### src/rtl/reg_file_mp.sv
// Multi-port register file: two registered read ports with write-through bypass,
// two write ports (port 1 wins on collision), optional hardwired zero, clear engine.
module reg_file_mp #(
    parameter int DATA_W   = 32,
    parameter int ADDR_W   = 5,
    parameter int ZERO_REG = 1
) (
    input  logic              clk_i,
    input  logic              rst_i,
    input  logic              clear_i,
    output logic              ready_o,
    input  logic [ADDR_W-1:0] RSaddr_i,
    input  logic [ADDR_W-1:0] RTaddr_i,
    output logic [DATA_W-1:0] RSdata_o,
    output logic [DATA_W-1:0] RTdata_o,
    input  logic              WE0_i,
    input  logic [ADDR_W-1:0] WA0_i,
    input  logic [DATA_W-1:0] WD0_i,
    input  logic              WE1_i,
    input  logic [ADDR_W-1:0] WA1_i,
    input  logic [DATA_W-1:0] WD1_i
);

    localparam int DEPTH = 2 ** ADDR_W;

    typedef enum logic {ST_CLEAR, ST_RUN} state_t;

    state_t              state_reg;
    logic [ADDR_W-1:0]   clr_cnt_reg;
    logic                ready_reg;
    logic [DATA_W-1:0]   rs_data_reg;
    logic [DATA_W-1:0]   rt_data_reg;
    logic [DATA_W-1:0]   mem [DEPTH];

    logic                run_op;
    logic                we0_ok;
    logic                we1_ok;
    logic [DATA_W-1:0]   rs_data_next;
    logic [DATA_W-1:0]   rt_data_next;

    // Priority: hardwired zero, then port 1 bypass, then port 0 bypass, then array.
    function automatic logic [DATA_W-1:0] read_sel(
        input logic [ADDR_W-1:0] addr,
        input logic              we0,
        input logic [ADDR_W-1:0] wa0,
        input logic [DATA_W-1:0] wd0,
        input logic              we1,
        input logic [ADDR_W-1:0] wa1,
        input logic [DATA_W-1:0] wd1,
        input logic [DATA_W-1:0] stored
    );
        if (ZERO_REG != 0 && addr == '0)
            return '0;
        else if (we1 && wa1 == addr)
            return wd1;
        else if (we0 && wa0 == addr)
            return wd0;
        else
            return stored;
    endfunction

    assign run_op = (state_reg == ST_RUN) && !clear_i;
    assign we0_ok = run_op && WE0_i && !(ZERO_REG != 0 && WA0_i == '0);
    assign we1_ok = run_op && WE1_i && !(ZERO_REG != 0 && WA1_i == '0);

    assign rs_data_next = read_sel(RSaddr_i, WE0_i, WA0_i, WD0_i,
                                   WE1_i, WA1_i, WD1_i, mem[RSaddr_i]);
    assign rt_data_next = read_sel(RTaddr_i, WE0_i, WA0_i, WD0_i,
                                   WE1_i, WA1_i, WD1_i, mem[RTaddr_i]);

    // Array has no reset; the clear engine owns it while in CLEAR.
    // Port 1 is written last so it wins an address collision.
    always_ff @(posedge clk_i) begin
        if (state_reg == ST_CLEAR) begin
            mem[clr_cnt_reg] <= '0;
        end else begin
            if (we0_ok)
                mem[WA0_i] <= WD0_i;
            if (we1_ok)
                mem[WA1_i] <= WD1_i;
        end
    end

    always_ff @(posedge clk_i or posedge rst_i) begin
        if (rst_i) begin
            state_reg   <= ST_CLEAR;
            clr_cnt_reg <= '0;
            ready_reg   <= 1'b0;
            rs_data_reg <= '0;
            rt_data_reg <= '0;
        end else begin
            case (state_reg)
                ST_CLEAR: begin
                    rs_data_reg <= '0;
                    rt_data_reg <= '0;
                    if (clr_cnt_reg == ADDR_W'(DEPTH - 1)) begin
                        state_reg   <= ST_RUN;
                        ready_reg   <= 1'b1;
                        clr_cnt_reg <= '0;
                    end else begin
                        clr_cnt_reg <= clr_cnt_reg + 1'b1;
                    end
                end
                ST_RUN: begin
                    if (clear_i) begin
                        // Accepting edge: outputs keep their previous value.
                        state_reg   <= ST_CLEAR;
                        ready_reg   <= 1'b0;
                        clr_cnt_reg <= '0;
                    end else begin
                        rs_data_reg <= rs_data_next;
                        rt_data_reg <= rt_data_next;
                    end
                end
                default: begin
                    state_reg   <= ST_CLEAR;
                    clr_cnt_reg <= '0;
                    ready_reg   <= 1'b0;
                end
            endcase
        end
    end

    assign ready_o  = ready_reg;
    assign RSdata_o = rs_data_reg;
    assign RTdata_o = rt_data_reg;

endmodule

### config.mk
export PLATFORM = sky130hd
export DESIGN_NAME = reg_file_mp
export DESIGN_NICKNAME = d
export VERILOG_FILES = /design/src/rtl/reg_file_mp.sv
export SDC_FILE = /design/constraint.sdc
export NUM_CORES = 2
export LEC_CHECK = 0
export ABC_CLOCK_PERIOD_IN_PS = 3750
export BUFFER_PORTS_ARGS = -buffer_cell sky130_fd_sc_hd__buf_4
export CORE_ASPECT_RATIO = 1.75
export CORE_MARGIN = 1
export CORE_UTILIZATION = 39
export CTS_BUF_LIST = sky130_fd_sc_hd__clkbuf_8
export DETAILED_ROUTE_END_ITERATION = 6
export PLACE_DENSITY = 0.63
export RECOVER_POWER = 50
export SETUP_SLACK_MARGIN = 0.1
export SLEW_MARGIN = 5
export SYNTH_ARGS = -nofsm -noshare
export SYNTH_HDL_FRONTEND = slang
export SYNTH_SLANG_ARGS = --single-unit
### constraint.sdc
create_clock -name clk_i -period 3.75 [get_ports clk_i]
set_input_delay 0.1875 -clock clk_i [delete_from_list [all_inputs] [get_ports clk_i]]
set_output_delay 0.1875 -clock clk_i [all_outputs]
set_load 0.02 [all_outputs]
==> results.json <==
{
  "outcome": "finished with violations",
  "violations": "design-rule violations, max-capacitance violations, max-slew violations",
  "hold_viol_final": 0,
  "vias": 50000,
  "synthAdderAreaFrac_pct": 0.0399,
  "grt_first_pass_wirelength_mm": 345,
  "combPwrFrac_pct": 20.6,
  "hp-start": "WE0_i",
  "io_buffers": 153,
  "worstSkewPairLatency_ns": 0.91,
  "grt_max_degree": 72,
  "reg2reg_slack_ns": 0.09,
  "start_kind": "flop",
  "min_to": "RSdata_o[0]$_DFFE_PP0P_",
  "clkPwrFrac_pct": 30.9,
  "r2r_cells": 6,
  "synthXorXnorAreaFrac_pct": 0.280,
  "fin_crit_sh_pct": 97.5,
  "synthMuxAreaShare_pct": 18.1,
  "p_leak_nw": 23.8,
  "pin_count": 154,
  "slew_headroom_pct": -62.3,
  "stdcell_count": 7725,
  "critPathRequiredTime_ns": 4.29,
  "viasPerCell": 6.47,
  "antenna_found_initial": 7,
  "fmax_ghz": 0.273,
  "synth_cell_types": 62,
  "tns_ns": 0,
  "final_common_cell": "nand2_1",
  "ys_seq_elements": 1095,
  "gp_congestion": 0.934,
  "period_needed_ns": 3.66,
  "dp.cells": 7335,
  "wl_mm": 245,
  "start_util_pct": 39.3,
  "rsz0062_at_grt": "no",
  "yosys.area_share.simple_pct": 10.0,
  "most-common-layout-cells": "nand2_1 (1,186), o21ai_0 (1,082), edfxtp_1 (1,024)",
  "layout-drive-gt1-share_pct": 18.0,
  "p_int_mw": 21.9,
  "synth_cells": 5593,
  "synth_edf_count": 1024,
  "synth_ff_type": "edfxtp_1",
  "endpoint_kind": "flop",
  "first_iter_violations": 6659,
  "fin_nets": 5632,
  "chipHeight_um": 532,
  "synth-warning-count": 0,
  "numCtsBuffers": 162,
  "drv_slew": 542,
  "cts_resized": 0,
  "grtUsageTotal_pct": 29.6,
  "critPathArrivalTime_ns": 4.20,
  "busiest_layer": "met2",
  "worst_pin_slew_ns": 2.44,
  "post_cts_buffers": 0,
  "avgRoutedWirePerCell_um": 31.7,
  "largest_register": "mem",
  "core_mm2": 0.159,
  "hpwl_mm": 151,
  "post-route-drc-count": 1,
  "power_frac_seq_pct": 48.5,
  "maxCapViolCount": 12,
  "p_switching_mw": 9.94,
  "setup_viol": 0,
  "met2_usage_pct": 49.4,
  "r2r-end": "mem[29][29]$_DFFE_PP_",
  "clk_pin_slew_worst_paths_ns": 0.07,
  "hold_depth": 5,
  "clock-sinks": 1095,
  "firstDrtPassIters": 7,
  "htree_levels": 4,
  "gr-total-overflow": 0,
  "largest_reg_flops": 1024,
  "cts_tree": "done",
  "rows": 194,
  "power_density_mw_per_mm2": 456,
  "synth-async-reset-ratio_pct": 6.48,
  "skew_ns": 0.0637,
  "synth-compound-area-share_pct": 14.0,
  "syn2layout_area_growth_pct": 11.6,
  "ir_worst_vdd_mv": 0.322,
  "netlist_area_mm2": 0.0626,
  "synth-seq-area-share_pct": 51.9,
  "holdBufCountCts": 100,
  "hp-class": "in2reg",
  "grt_pass1_vias": 49700,
  "cts-root-buf": "clkbuf_8",
  "ant_nets": 0,
  "timing.rr.start": "state_reg$_DFF_PP0_",
  "die-area_mm2": 0.162,
  "use_met1_pct": 33.1,
  "synth.avg_cell_area_um2": 11.2,
  "synth_top_family_by_area": "multiplexers",
  "crit_type": "reg2reg",
  "synth_nets": 5684,
  "cts_max_path_buffers": 4,
  "swShare_pct": 31.2,
  "grtUsageMet3_pct": 6.33,
  "die_w_um": 305,
  "cp_max_fo": 32
}
## final cells by class
| type | instances | area [µm²] |
|---|---|---|
| Clock inverter | 100 | 546 |
| Tap cell | 2058 | 2570 |
| Inverter | 101 | 379 |
| Clock buffer | 186 | 2560 |
| Timing Repair Buffer | 495 | 4190 |
| Sequential cell | 1095 | 32500 |
| Multi-Input combinational cell | 3686 | 27100 |
| Fill cell | 14500 | 89600 |
| Antenna cell | 4 | 10.0 |
## power groups by stage
stage | combinational, mW | sequential (mW) | clock, mW
after detailed placement | 6.42 | 15.7 | 0
after global routing | 6.72 | 15.6 | 10.3
after global placement | 6.33 | 15.6 | 0
after floorplan | 3.47 | 15.6 | 0
after CTS | 6.53 | 15.4 | 9.89
final | 6.56 | 15.5 | 9.84
## worst max-delay path by stage
stage                        startpoint                        to  slack, ns  cells past startpoint
global route        state_reg$_DFF_PP0_      mem[1][18]$_DFFE_PP_       0.14                      6
finish              state_reg$_DFF_PP0_     mem[29][29]$_DFFE_PP_       0.09                      6
floorplan                      WA0_i[2]       mem[6][0]$_DFFE_PP_       0.02                      8
CTS                 state_reg$_DFF_PP0_  RSdata_o[25]$_DFFE_PP0P_       0.45                      9
detailed placement             WA0_i[2]      mem[20][7]$_DFFE_PP_       0.42                      7
global placement               WA0_i[2]      mem[20][7]$_DFFE_PP_       0.40                      7
## through the flow
step / power [mW] / util [%] / area [µm²] / hold WS [ns] / setup WS [ns]
floorplan: 19.1 / - / 62700 / 0.270 / 0.0199
global placement: 22.0 / 41.6 / 66400 / 0.364 / 0.403
detailed placement: 22.1 / 41.6 / 66400 / 0.367 / 0.421
CTS: 31.9 / 44.2 / 70500 / 0.0541 / 0.446
global route: 32.5 / 43.8 / 69900 / 0.106 / 0.143
finish: 31.9 / 43.8 / 69900 / 0.106 / 0.0935
## critical path: stages (launching register included)
cell      delay, ns
dfrtp_1        0.38
and3b_1        0.29
o21a_2         0.18
clkbuf_2       0.73
nand2_1        0.26
clkbuf_1       1.11
o21ai_0        0.33
## layer usage
metal / up-vias / part of all wire (%) / wire length (µm)
li1: 20900 / - / -
met1: 24200 / 31 / 77100
met2: 3670 / 48 / 117000
met3: 1218 / 12 / 28700
met4: 8 / 9.2 / 22500
met5: - / 0.018 / 45
## synthesized netlist by cell type, drive strengths merged (3+ instances only)
| master | count | area share (%) |
|---|---|---|
| nand2 | 1188 | 7.1 |
| o21ai | 1096 | 8.8 |
| edfxtp | 1024 | 49 |
| clkbuf | 536 | 3.3 |
| mux4 | 375 | 13 |
| mux2i | 225 | 3.6 |
| buf | 175 | 1.7 |
| inv | 101 | 0.61 |
| nand4 | 89 | 0.89 |
| a22oi | 84 | 1.0 |
| nor3 | 84 | 0.67 |
| dfrtp | 71 | 2.8 |
| nand3 | 60 | 0.48 |
| o22ai | 55 | 0.55 |
| mux2 | 54 | 0.97 |
| o22a | 54 | 0.75 |
| a22o | 48 | 0.67 |
| a311oi | 33 | 0.46 |
| a31oi | 32 | 0.32 |
| a221oi | 27 | 0.38 |
| o21bai | 25 | 0.30 |
| a2111o | 24 | 0.43 |
| nor2 | 18 | 0.13 |
| xnor2 | 16 | 0.22 |
| or4 | 14 | 0.17 |
| o221ai | 10 | 0.14 |
| a211o | 9 | 0.13 |
| nor4 | 7 | 0.070 |
| nand2b | 6 | 0.060 |
| nor2b | 6 | 0.060 |
| and2 | 5 | 0.050 |
| nand3b | 5 | 0.060 |
| or3b | 5 | 0.070 |
| or3 | 4 | 0.040 |
| xor2 | 4 | 0.056 |
| and3b | 3 | 0.042 |
| or2 | 3 | 0.030 |
## cell families (layout without fill, tap and decap cells)
logic type / Yosys count / after routing
AOI/OAI and AO/OA: 1508 / 1508
and+or+nand+nor: 1502 / 1502
DFF: 1095 / 1095
buffers and inverters: 812 / 882
muxes: 654 / 654
xor gates and xnor gates: 20 / 20
adders and majority gates: 2 / 2
other: 0 / 4
Power figures use the tool's default switching activity.
